$ cat src/rtl/seg_pkg.sv
//------------------------------------------------------------------------------
// seg_pkg : shared seven-segment widths, OFF encodings and polarity helper.
// Revision: 1.0
//------------------------------------------------------------------------------
`timescale 1ns/1ps
`default_nettype none

package seg_pkg;

  localparam int              SEG_W      = 7;
  localparam logic [SEG_W-1:0] SEG_OFF_AL = 7'h7F;
  localparam logic [SEG_W-1:0] SEG_OFF_AH = 7'h00;

  function automatic logic [SEG_W-1:0] seg_off(input logic active_low);
    return active_low ? SEG_OFF_AL : SEG_OFF_AH;
  endfunction

endpackage

`default_nettype wire

$ cat src/rtl/blink_timer.sv
//------------------------------------------------------------------------------
// blink_timer : restartable half-period counter producing the blink phase.
// Revision: 1.0
//------------------------------------------------------------------------------
`timescale 1ns/1ps
`default_nettype none

module blink_timer #(
  parameter int BLINK_DIV = 12_500_000
) (
  input  logic clock,
  input  logic reset_n,
  input  logic restart,
  output logic phase
);

  localparam int CNT_W = (BLINK_DIV > 1) ? $clog2(BLINK_DIV) : 1;
  localparam logic [CNT_W-1:0] c_cnt_last = CNT_W'(BLINK_DIV - 1);

  logic [CNT_W-1:0] r_cnt;

  // Restart outranks the terminal-count toggle so an edit always starts visible.
  always_ff @(posedge clock or negedge reset_n) begin
    if (!reset_n) begin
      r_cnt <= '0;
      phase <= 1'b0;
    end else if (restart) begin
      r_cnt <= '0;
      phase <= 1'b0;
    end else if (r_cnt == c_cnt_last) begin
      r_cnt <= '0;
      phase <= ~phase;
    end else begin
      r_cnt <= r_cnt + CNT_W'(1);
    end
  end

endmodule

`default_nettype wire

$ cat src/rtl/seg_display_ctrl.sv
//------------------------------------------------------------------------------
// seg_display_ctrl : frame select, blink/blank masking, registered HEX outputs.
// Revision: 1.0
//------------------------------------------------------------------------------
`timescale 1ns/1ps
`default_nettype none

module seg_display_ctrl
  import seg_pkg::*;
#(
  parameter int DIGITS     = 8,
  parameter int SRCS       = 4,
  parameter int SEL_W      = (SRCS > 1) ? $clog2(SRCS) : 1,
  parameter int BLINK_DIV  = 12_500_000,
  parameter int ACTIVE_LOW = 1
) (
  input  logic                         clock,
  input  logic                         reset_n,
  input  logic [SRCS*DIGITS*SEG_W-1:0] src_data,
  input  logic [SEL_W-1:0]             src_sel,
  input  logic [DIGITS-1:0]            blink_mask,
  input  logic [DIGITS-1:0]            blank_mask,
  input  logic                         blink_en,
  output logic [DIGITS*SEG_W-1:0]      hex,
  output logic                         blink_phase
);

  localparam int               c_frame_w = DIGITS * SEG_W;
  localparam logic [SEG_W-1:0] c_off     = seg_off(ACTIVE_LOW != 0);

  logic [DIGITS-1:0]    r_blink_mask_q;
  logic [SEL_W-1:0]     r_src_sel_q;
  logic                 w_restart;
  logic [c_frame_w-1:0] w_frame;
  logic                 w_sel_ok;
  logic [c_frame_w-1:0] w_hex_next;

  always_ff @(posedge clock or negedge reset_n) begin
    if (!reset_n) begin
      r_blink_mask_q <= '0;
      r_src_sel_q    <= '0;
    end else begin
      r_blink_mask_q <= blink_mask;
      r_src_sel_q    <= src_sel;
    end
  end

  assign w_restart = (blink_mask != r_blink_mask_q) ||
                     (src_sel != r_src_sel_q) || !blink_en;

  blink_timer #(
    .BLINK_DIV (BLINK_DIV)
  ) u_blink_timer (
    .clock   (clock),
    .reset_n (reset_n),
    .restart (w_restart),
    .phase   (blink_phase)
  );

  // A select with no matching frame leaves w_sel_ok low, which blanks the display.
  always_comb begin
    w_frame  = '0;
    w_sel_ok = 1'b0;
    for (int s = 0; s < SRCS; s++) begin
      if (src_sel == SEL_W'(s)) begin
        w_frame  = src_data[s*c_frame_w +: c_frame_w];
        w_sel_ok = 1'b1;
      end
    end
  end

  for (genvar d = 0; d < DIGITS; d++) begin : g_digit
    assign w_hex_next[d*SEG_W +: SEG_W] =
      (blank_mask[d] || (blink_mask[d] && blink_phase) || !w_sel_ok)
        ? c_off : w_frame[d*SEG_W +: SEG_W];
  end

  always_ff @(posedge clock or negedge reset_n) begin
    if (!reset_n) begin
      hex <= {DIGITS{c_off}};
    end else begin
      hex <= w_hex_next;
    end
  end

endmodule

`default_nettype wire

$ cat config.mk
export PLATFORM = sky130hd
export DESIGN_NAME = seg_display_ctrl
export DESIGN_NICKNAME = d
export VERILOG_FILES = /design/src/rtl/seg_pkg.sv /design/src/rtl/blink_timer.sv /design/src/rtl/seg_display_ctrl.sv
export SDC_FILE = /design/constraint.sdc
export NUM_CORES = 1
export LEC_CHECK = 0
export CAP_MARGIN = 20
export CORE_MARGIN = 10
export CORE_UTILIZATION = 40
export CTS_CLUSTER_SIZE = 40
export DETAILED_ROUTE_END_ITERATION = 12
export PLACE_DENSITY_LB_ADDON = 0.3
export REMOVE_ABC_BUFFERS = 1
export SLEW_MARGIN = 20
export SYNTH_ARGS = -nofsm -noshare
export SYNTH_HDL_FRONTEND = slang
export SYNTH_HIERARCHICAL = 1
export SYNTH_SLANG_ARGS = --single-unit
$ cat constraint.sdc
create_clock -name clock -period 5.3 [get_ports clock]
set_clock_uncertainty 0.2 [all_clocks]
set_input_delay 1.06 -clock clock [delete_from_list [all_inputs] [get_ports clock]]
set_output_delay 1.06 -clock clock [all_outputs]
set_load 0.03 [all_outputs]
# Yosys cells after proc, flatten, opt, wreduce, memory -nomap -nowiden
# Cells that the tools add are included.
# totals
reg_bits	91
inputBits	245
# classes
n_addsub	1
eq_ne	6
n_mux	20
bitwise_logic	1
reduce_logical	30
# op_table
cell	count
$mux W56	4
$mux W7	8
$mux W24	2
$add A24 B1 Y24 const B	1
$eq A24 B24 Y1 const B	1
$logic_or A1 B1 Y1	18
$logic_and A1 B1 Y1	8
$ne A8 B8 Y1	1
$mux W1	6
$eq A2 B2 Y1 const B	2
$eq A2 B1 Y1 const B	1
$logic_not A1 Y1	2
$logic_not A2 Y1	1
$ne A2 B2 Y1	1
$reduce_bool A2 Y1	1
$not A1 Y1	1

# Depth between registers and ports, before layout
# Gate-level depths: netlist (run 1).
# depth
depth_word	8
mapped_depth	7
depth_no_buf	5

# Hierarchy
# Netlist (run 1), hierarchy kept.
# modules_own_cells
mod	n_inst	cells_per_inst	area_each_um2
seg_display_ctrl	1	213	3570.9
blink_timer	1	133	1267.5

# Least setup slack after synthesis (run 1)
# OpenSTA, ideal clock, no wires.
# synth_timing
kind	input-to-reg
from	input src_sel[0]
to	register u_blink_timer.r_cnt[17]
setup_time_ps	78
t_arrival_ps	2417
required_ps	5022
slack_ps	2605
cell_stages	7
n_path_buf	2
path_cell_list	buf_2 > xnor2_1 > nand4_1 > or3_1 > o21bai_1 > clkbuf_1 > a21oi_1
# synth_via
elab_chain_len	4
# synth_lines
element	line_no	source
start, declared	seg_display_ctrl.sv:20	input logic [SEL_W-1:0] src_sel,
$ne A2 B2 Y1	seg_display_ctrl.sv:49	(src_sel != r_src_sel_q) || !blink_en;
$logic_or A1 B1 Y1	seg_display_ctrl.sv:48	assign w_restart = (blink_mask != r_blink_mask_q) ||
$logic_or A1 B1 Y1	seg_display_ctrl.sv:49	
via w_restart	seg_display_ctrl.sv:33	logic w_restart;
$mux W24	blink_timer.sv:27	end else if (restart) begin
end signal, assigned	blink_timer.sv:34	r_cnt <= r_cnt + CNT_W'(1);
end, declared	blink_timer.sv:20	logic [CNT_W-1:0] r_cnt;
# The timed path passes the listed nets, and every way through them passes these cells.
# A chain may end at the register's enable or synchronous reset.

# Final worst setup path (run 1)
# layout_timing
from	register u_blink_timer.phase
to	output blink_phase
# layout_rtl
element	line_no	source
start, declared	blink_timer.sv:14	output logic phase
start signal, assigned	blink_timer.sv:32	phase <= ~phase;
end, declared	seg_display_ctrl.sv:25	output logic blink_phase
# No word-level cell between the ends.

==> parameters.txt, run 1 <==
Parameter                              Value

Die
  Vertical extent of the die ... 130.0 um
  Row count ... 40
  Die Outline Area ... 16,890 um^2
  Initial cell density of the core ... 0.4062
  DIE WIDTH ... 130.0 um
  Number of I/O pins ... 302
  Core area ... 11,910 um^2

Pwr
  Peak supply drop ... 0.0001853 V
  LEAKAGE ... 3.040 nW
  Switching part of the total power ... 0.2399
  Combinational power share ... 0.251
  Switching power of the nets ... 464.0 uW
  Power share of the sequential group ... 0.396
  Part of the power in the clock network ... 0.353
  Cell-internal power ... 1.470 mW
  Power per cell area ... 233.7 nW/um^2

Timing
  Number of endpoints with negative hold slack in the final report ... 0
  Final Worst Setup Slack ... 2.210 ns
  Fmax achieved ... 0.3236 GHz
  Final setup violation count ... 0
  Final total negative setup slack ... 0 ns
  Max-slew violations ... 0
  Unrepaired setup endpoints after global routing ... no
  Final period demand of the worst path ... 3.090 ns
  Worst slew margin relative to its limit ... 0.4311
  Crit share post-route ... 0.5830
  Slew @ Worst Pin ... 0.8516 ns

Routing
  Uppermost metal layer occupied by signal nets ... met5
  Overall via count from detail_route ... 4,327
  Routed met1 length ... 6.124 mm
  DRC violation count after routing ... 0
  Detailed route wirelength on metal2 ... 10.88 mm
  Detailed-route wire length per cell ... 24.61 um
  Via density per instance ... 5.409
  Remaining number of nets flagged by the antenna check after routing ... 0
  Pre-Repair DR Iteration Count ... 4
  Total wirelength of the detailed-routed design ... 19.69 mm
  DRC violation total after the first TritonRoute iteration ... 315
  Total length of routed met3 wires ... 2.017 mm

Placed design
  Setup WS pre-CTS ... 1.939 ns
  Final HPWL from detailed placement ... 16.72 mm
  Placed insts ... 779
  Number of port buffers ... 301
  Cell area after placement ... 7941 um^2
  Placer congestion estimate ... 0.8831

Setup path
  Delay of the slowest cell on the worst path ... 0.84 ns
  Dominant delay contributor by cell family on the critical path ... buffers and inverters
  Arrival time reported for the critical path endpoint ... 1.83 ns
  Critical path launch point type ... flip-flop
  Kind of critical path ... flip-flop to output pin
  Critical path buffers and inverters ... 1
  Cell Chain, Critical Path ... clkdlybuf4s50_1
  Critical path endpoint category ... output pin
  Data required time at the worst endpoint ... 4.04 ns
  Cell at the slowest stage of the critical path ... sky130_fd_sc_hd__clkdlybuf4s50_1
  Top fanout value on the critical path ... 11

Logic synthesis
  Synthesis-stage register bit count ... 91
  Area share of the largest cell type after synthesis ... 0.3041
  Dominant cells by area after synthesis ... sky130_fd_sc_hd__dfstp_2 (30%), sky130_fd_sc_hd__mux4_2 (26%), sky130_fd_sc_hd__dfrtp_1 (18%)
  Sequential fraction of the synthesis area ... 0.4851
  Mean cell area of the mapped netlist ... 13.98 um^2
  Number of warnings issued by yosys ... 6
  Cell taking the most area after synthesis ... sky130_fd_sc_hd__dfstp_2
  Library cells used by synthesis ... 31
  Synth Instances ... 346
  Post-Syn Area ... 4838 um^2

Clock network
  Num Clock Sinks ... 91
  Register clock-pin slew on the reported worst setup and hold paths ... 0.06 ns
  Count of instances resized after the clock tree is built ... 0
  Total setup buffers inserted after CTS ... 0
  Total number of H-tree levels ... 3
  Clock root buffer ... sky130_fd_sc_hd__clkbuf_16
  Worst-Skew Late Latency ... 0.34 ns
  Number of hold buffers added after CTS ... 0
  Max Buffers Root-to-Sink ... 2
  Clock buffer count from CTS ... 9
  CTS tree ... built

GRT
  Wire length of the first global-routing pass ... 29.33 mm
  Number of global-route vias before repair ... 5,118
  Antenna violations before repair ... 4
  Maximum number of pins on one net before global-route repair ... 92
  Grt ovf ... 0
  GR Util All Layers ... 0.2365

Status
  Status ... completed

Worst hold path
  Path type of the worst min-delay path ... flip-flop to flip-flop

Final layout
  Count of filler cells inserted in the layout ... 826
  Post-Layout Inst Area ... 8275 um^2
  Commonest cells after routing, fill and taps aside ... sky130_fd_sc_hd__clkdlybuf4s50_1 (298), sky130_fd_sc_hd__mux4_2 (56), sky130_fd_sc_hd__nand2b_1 (56), sky130_fd_sc_hd__dfstp_2 (56), sky130_fd_sc_hd__dfrtp_1 (35)
  Count of non-filler cells in the finished layout ... 800
  Area growth from synthesis to final layout ... 71.04%
  Most common cell after layout, fill and taps aside ... sky130_fd_sc_hd__clkdlybuf4s50_1
  Share of layout cells above drive strength 1 ... 0.2114
  Total Nets Final ... 889

Flow run
  Number of max-capacitance violations reported ... 0
## metal layers
layer / vias to the layer above / global-route usage
met1: 2192 / 0.2254
met3: 39 / 0.1120
met5: - / 0
met4: 4 / 0.1098
met2: 186 / 0.4223
li1: 1906 / -
## flip-flops by register name, summed over array words and instances, names as in the netlist
register and count:
hex 56, r_blink_mask_q 8, r_src_sel_q 2, u_blink_timer/phase 1, u_blink_timer/r_cnt 24
## synthesized netlist by cell type
library cell and number:
sky130_fd_sc_hd__or2_2 1, sky130_fd_sc_hd__o31ai_1 4, sky130_fd_sc_hd__nand4_1 10, sky130_fd_sc_hd__buf_1 1, sky130_fd_sc_hd__or4b_1 1, sky130_fd_sc_hd__or3_2 1, sky130_fd_sc_hd__o21ai_0 6, sky130_fd_sc_hd__or4_1 5
sky130_fd_sc_hd__and4_2 1, sky130_fd_sc_hd__nor4bb_1 2, sky130_fd_sc_hd__nand3_1 10, sky130_fd_sc_hd__or3_1 6, sky130_fd_sc_hd__dfrtp_1 35, sky130_fd_sc_hd__xor2_1 10, sky130_fd_sc_hd__dfstp_2 56, sky130_fd_sc_hd__nand2_1 9
sky130_fd_sc_hd__inv_1 2, sky130_fd_sc_hd__a21oi_1 18, sky130_fd_sc_hd__o21bai_1 1, sky130_fd_sc_hd__ha_1 1, sky130_fd_sc_hd__buf_2 7, sky130_fd_sc_hd__xnor2_1 13, sky130_fd_sc_hd__clkbuf_1 6, sky130_fd_sc_hd__nand2b_1 56
sky130_fd_sc_hd__mux4_2 56, sky130_fd_sc_hd__nor4_1 3, sky130_fd_sc_hd__nor2_1 15, sky130_fd_sc_hd__and3_2 1, sky130_fd_sc_hd__and3_1 3, sky130_fd_sc_hd__buf_6 4, sky130_fd_sc_hd__and4_1 2
## layout make-up
cell class              count  area (um^2)  area share
diodes                      5        12.51    0.001512
clock buffers              10        229.0     0.02767
clock inverters             6        88.84     0.01073
inverters                   2        7.507   0.0009072
multi-input cells         235         2377      0.2873
flip-flops and latches     91         2347      0.2836
well taps                 147        183.9     0.02223
repair buffers            304         3029      0.3660
## kinds of logic after synthesis
| logic type | synth area share |
|---|---|
| AOI/OAI and AO/OA | 0.03259 |
| xor gates and xnor gates | 0.04163 |
| adders and majority gates | 0.002586 |
| buffers and inverters | 0.02353 |
| DFF | 0.4851 |
| muxes | 0.2607 |
| and+or+nand+nor | 0.1539 |
## path summary, 6_finish.rpt
path	startpoint	to	slack, ns	cells after the start
worst max-delay path	u_blink_timer/phase$_DFFE_PN0P_	blink_phase	2.21	1
worst min-delay path	u_blink_timer/r_cnt[0]$_DFF_PN0_	u_blink_timer/r_cnt[0]$_DFF_PN0_	0.28	1
worst max register to register	u_blink_timer/r_cnt[0]$_DFF_PN0_	u_blink_timer/r_cnt[5]$_DFF_PN0_	2.80	6
worst min register to register	u_blink_timer/r_cnt[0]$_DFF_PN0_	u_blink_timer/r_cnt[0]$_DFF_PN0_	0.28	1
max in group asynchronous	reset_n	u_blink_timer/r_cnt[22]$_DFF_PN0_	3.78	1
min in group asynchronous	reset_n	u_blink_timer/r_cnt[17]$_DFF_PN0_	0.58	1
## power by group through the flow
stage / Combinational, mW / Clock (mW) / Sequential [mW]
6_report: 0.485 / 0.683 / 0.766
4_1_cts: 0.491 / 0.692 / 0.767
3_3_place_gp: 0.481 / 0 / 0.776
2_1_floorplan: 0.110 / 0 / 0.850
5_1_grt: 0.515 / 0.727 / 0.770
3_5_place_dp: 0.489 / 0 / 0.777
## metrics by stage
stage	util	hold WS [ns]	total power, mW
2_1_floorplan	-	0.2479	0.9603
3_3_place_gp	0.6667	0.2741	1.257
3_5_place_dp	0.6667	0.2752	1.266
4_1_cts	0.6934	0.2855	1.949
5_1_grt	0.6941	0.3133	2.012
6_report	0.6947	0.2830	1.934
Note: power is estimated with default switching activity, not from simulation.
==> run 2: changes to the inputs <==
--- a/config.mk
+++ b/config.mk
@@ -7,7 +7,7 @@
 export LEC_CHECK = 0
 export CAP_MARGIN = 20
 export CORE_MARGIN = 10
-export CORE_UTILIZATION = 40
+export CORE_UTILIZATION = 34
 export CTS_CLUSTER_SIZE = 40
 export DETAILED_ROUTE_END_ITERATION = 12
 export PLACE_DENSITY_LB_ADDON = 0.3
==> constraint.sdc (replaced) <==
create_clock -name clock -period 2.6 [get_ports clock]
set_clock_uncertainty 0.2 [all_clocks]
set_input_delay 0.52 -clock clock [delete_from_list [all_inputs] [get_ports clock]]
set_output_delay 0.52 -clock clock [all_outputs]
set_load 0.03 [all_outputs]
==> parameters.txt, run 2 (synthesis gave the netlist of run 1 again) <==
Parameter                              Value

Pwr
  Cell-internal power ... 2.966 mW
  LEAKAGE ... 3.105 nW
  Combinational power share ... 0.256
  Power share of the sequential group ... 0.397
  Power per cell area ... 467.1 nW/um^2
  Overall Power ... 3.935 mW
  Switching part of the total power ... 0.2463
  Peak supply drop ... 0.0003249 V
  Switching power of the nets ... 969.1 uW
  Part of the power in the clock network ... 0.347

Placed design
  Final HPWL from detailed placement ... 17.78 mm
  Placed insts ... 820
  Number of port buffers ... 301
  Placer congestion estimate ... 0.8960

Die
  Initial cell density of the core ... 0.3472
  Vertical extent of the die ... 139.3 um
  Core area ... 13,930 um^2
  DIE WIDTH ... 139.3 um
  Number of I/O pins ... 302
  Die Outline Area ... 19,400 um^2
  Row count ... 43

Setup path
  Top fanout value on the critical path ... 1
  Kind of critical path ... flip-flop to output pin
  Cell Chain, Critical Path ... clkdlybuf4s50_1
  Cell at the slowest stage of the critical path ... sky130_fd_sc_hd__clkdlybuf4s50_1
  Critical path endpoint category ... output pin
  Data required time at the worst endpoint ... 1.88 ns
  Arrival time reported for the critical path endpoint ... 1.62 ns
  FF-to-FF setup slack ... 0.31 ns
  Delay of the slowest cell on the worst path ... 0.76 ns
  Critical path launch point type ... flip-flop
  FF-to-FF path depth ... 4
  R2R Path End ... u_blink_timer/r_cnt[23]$_DFF_PN0_
  Dominant delay contributor by cell family on the critical path ... buffers and inverters
  FF-to-FF Start ... u_blink_timer/r_cnt[10]$_DFF_PN0_
  Critical path buffers and inverters ... 1

Clock network
  Clock root buffer ... sky130_fd_sc_hd__clkbuf_16
  Num Clock Sinks ... 91
  Clock buffer count from CTS ... 9
  Total number of H-tree levels ... 3
  Worst-Skew Late Latency ... 0.34 ns
  Register clock-pin slew on the reported worst setup and hold paths ... 0.07 ns
  Total setup buffers inserted after CTS ... 0
  Max Buffers Root-to-Sink ... 2
  CTS tree ... built

Timing
  Final period demand of the worst path ... 2.341 ns
  Worst slew margin relative to its limit ... 0.5596
  Unrepaired setup endpoints after global routing ... no
  Hold slack ... 0.2778 ns
  Slew @ Worst Pin ... 0.6606 ns
  Number of endpoints with negative hold slack in the final report ... 0
  Max-slew violations ... 0
  Crit share post-route ... 0.9004
  Final total negative setup slack ... 0 ns
  Final setup violation count ... 0
  Fmax achieved ... 0.4272 GHz

Worst hold path
  Path type of the worst min-delay path ... flip-flop to flip-flop
  Endpoint of the worst hold path ... u_blink_timer/r_cnt[0]$_DFF_PN0_
  Cells on Worst Hold Path ... 1
  Worst hold start ... u_blink_timer/r_cnt[0]$_DFF_PN0_

Final layout
  Total Nets Final ... 898
  Share of the core filled with cells in the final layout ... 0.6047
  Number of flip-flops in the largest register ... 56
  Commonest cells after routing, fill and taps aside ... sky130_fd_sc_hd__clkdlybuf4s50_1 (298), sky130_fd_sc_hd__mux4_2 (56), sky130_fd_sc_hd__nand2b_1 (56), sky130_fd_sc_hd__dfstp_2 (56), sky130_fd_sc_hd__dfrtp_1 (35)
  Most common cell after layout, fill and taps aside ... sky130_fd_sc_hd__clkdlybuf4s50_1
  Count of non-filler cells in the finished layout ... 841
  Biggest registers after layout ... hex x56, u_blink_timer/r_cnt x24, r_blink_mask_q x8
  Share of layout cells above drive strength 1 ... 0.2222
  Largest Register ... hex
  Area growth from synthesis to final layout ... 74.14%

Status
  Status ... completed

GRT
  GR Util All Layers ... 0.2087
  Antenna violations before repair ... 7
  Wire length of the first global-routing pass ... 30.55 mm
  Number of global-route vias before repair ... 4,884
  Grt ovf ... 0
  Maximum number of pins on one net before global-route repair ... 58

Routing
  Remaining number of nets flagged by the antenna check after routing ... 0
  Total wirelength of the detailed-routed design ... 20.73 mm
  Detailed-route wire length per cell ... 24.65 um
  DRC violation count after routing ... 0
  Overall via count from detail_route ... 4,217
  Via density per instance ... 5.014
  DRC violation total after the first TritonRoute iteration ... 141
  Pre-Repair DR Iteration Count ... 4

Flow run
  Number of max-capacitance violations reported ... 0
-- run 2: cell type report --
cell class | instances | area (um^2)
fillers | 1100 | 5509
repair buffers | 313 | 3146
multi-input cells | 235 | 2377
flip-flops and latches | 91 | 2347
clock buffers | 11 | 252.7
well taps | 180 | 225.2
clock inverters | 5 | 60.06
diodes | 4 | 10.01
inverters | 2 | 7.507
-- run 2: layer usage --
metal,wire length [um],track usage,share of wire,vias to the layer above
li1,-,-,-,1919
met1,6962,0.1978,0.34,2104
met2,11160,0.3814,0.54,155
met3,2184,0.1116,0.11,31
met4,362,0.05601,0.017,8
met5,57,0,0.0027,-
-- run 2: worst max-delay path by stage --
stage / start / endpoint / slack (ns) / cells after the start
after floorplan: u_blink_timer/r_cnt[0]$_DFF_PN0_ / u_blink_timer/r_cnt[10]$_DFF_PN0_ / 0.36 / 5
after global placement: blink_mask[3] / u_blink_timer/r_cnt[16]$_DFF_PN0_ / 0.09 / 7
final: hex[26]$_DFF_PN1_ / hex[26] / 0.26 / 1
after CTS: hex[26]$_DFF_PN1_ / hex[26] / 0.24 / 1
after global routing: u_blink_timer/r_cnt[10]$_DFF_PN0_ / u_blink_timer/r_cnt[23]$_DFF_PN0_ / 0.20 / 4
after detailed placement: blink_mask[3] / u_blink_timer/r_cnt[23]$_DFF_PN0_ / -0.01 / 7
-- run 2: timing repair --
action / CTS / global route
hold buffers: 1 / 0
endpoints found under the hold margin: 9 / 0
resized for setup: 0 / 0
setup endpoints to repair: 0 / 0
-- run 2: power by group through the flow --
stage                     logic (mW)  clock network, mW  registers, mW
final                           1.01               1.36           1.56
after global routing            1.07               1.46           1.57
after CTS                       1.02               1.40           1.57
after detailed placement        1.02                  0           1.59
after global placement          1.00                  0           1.59
after floorplan                0.224                  0           1.73
-- run 2: per-stage QoR --
step | cell area, um^2 | worst slack (ns)
2_1_floorplan | 4732 | 0.3622
3_3_place_gp | 8093 | 0.08703
3_5_place_dp | 8093 | -0.01411
4_1_cts | 8416 | 0.2354
5_1_grt | 8423 | 0.1970
6_report | 8426 | 0.2589
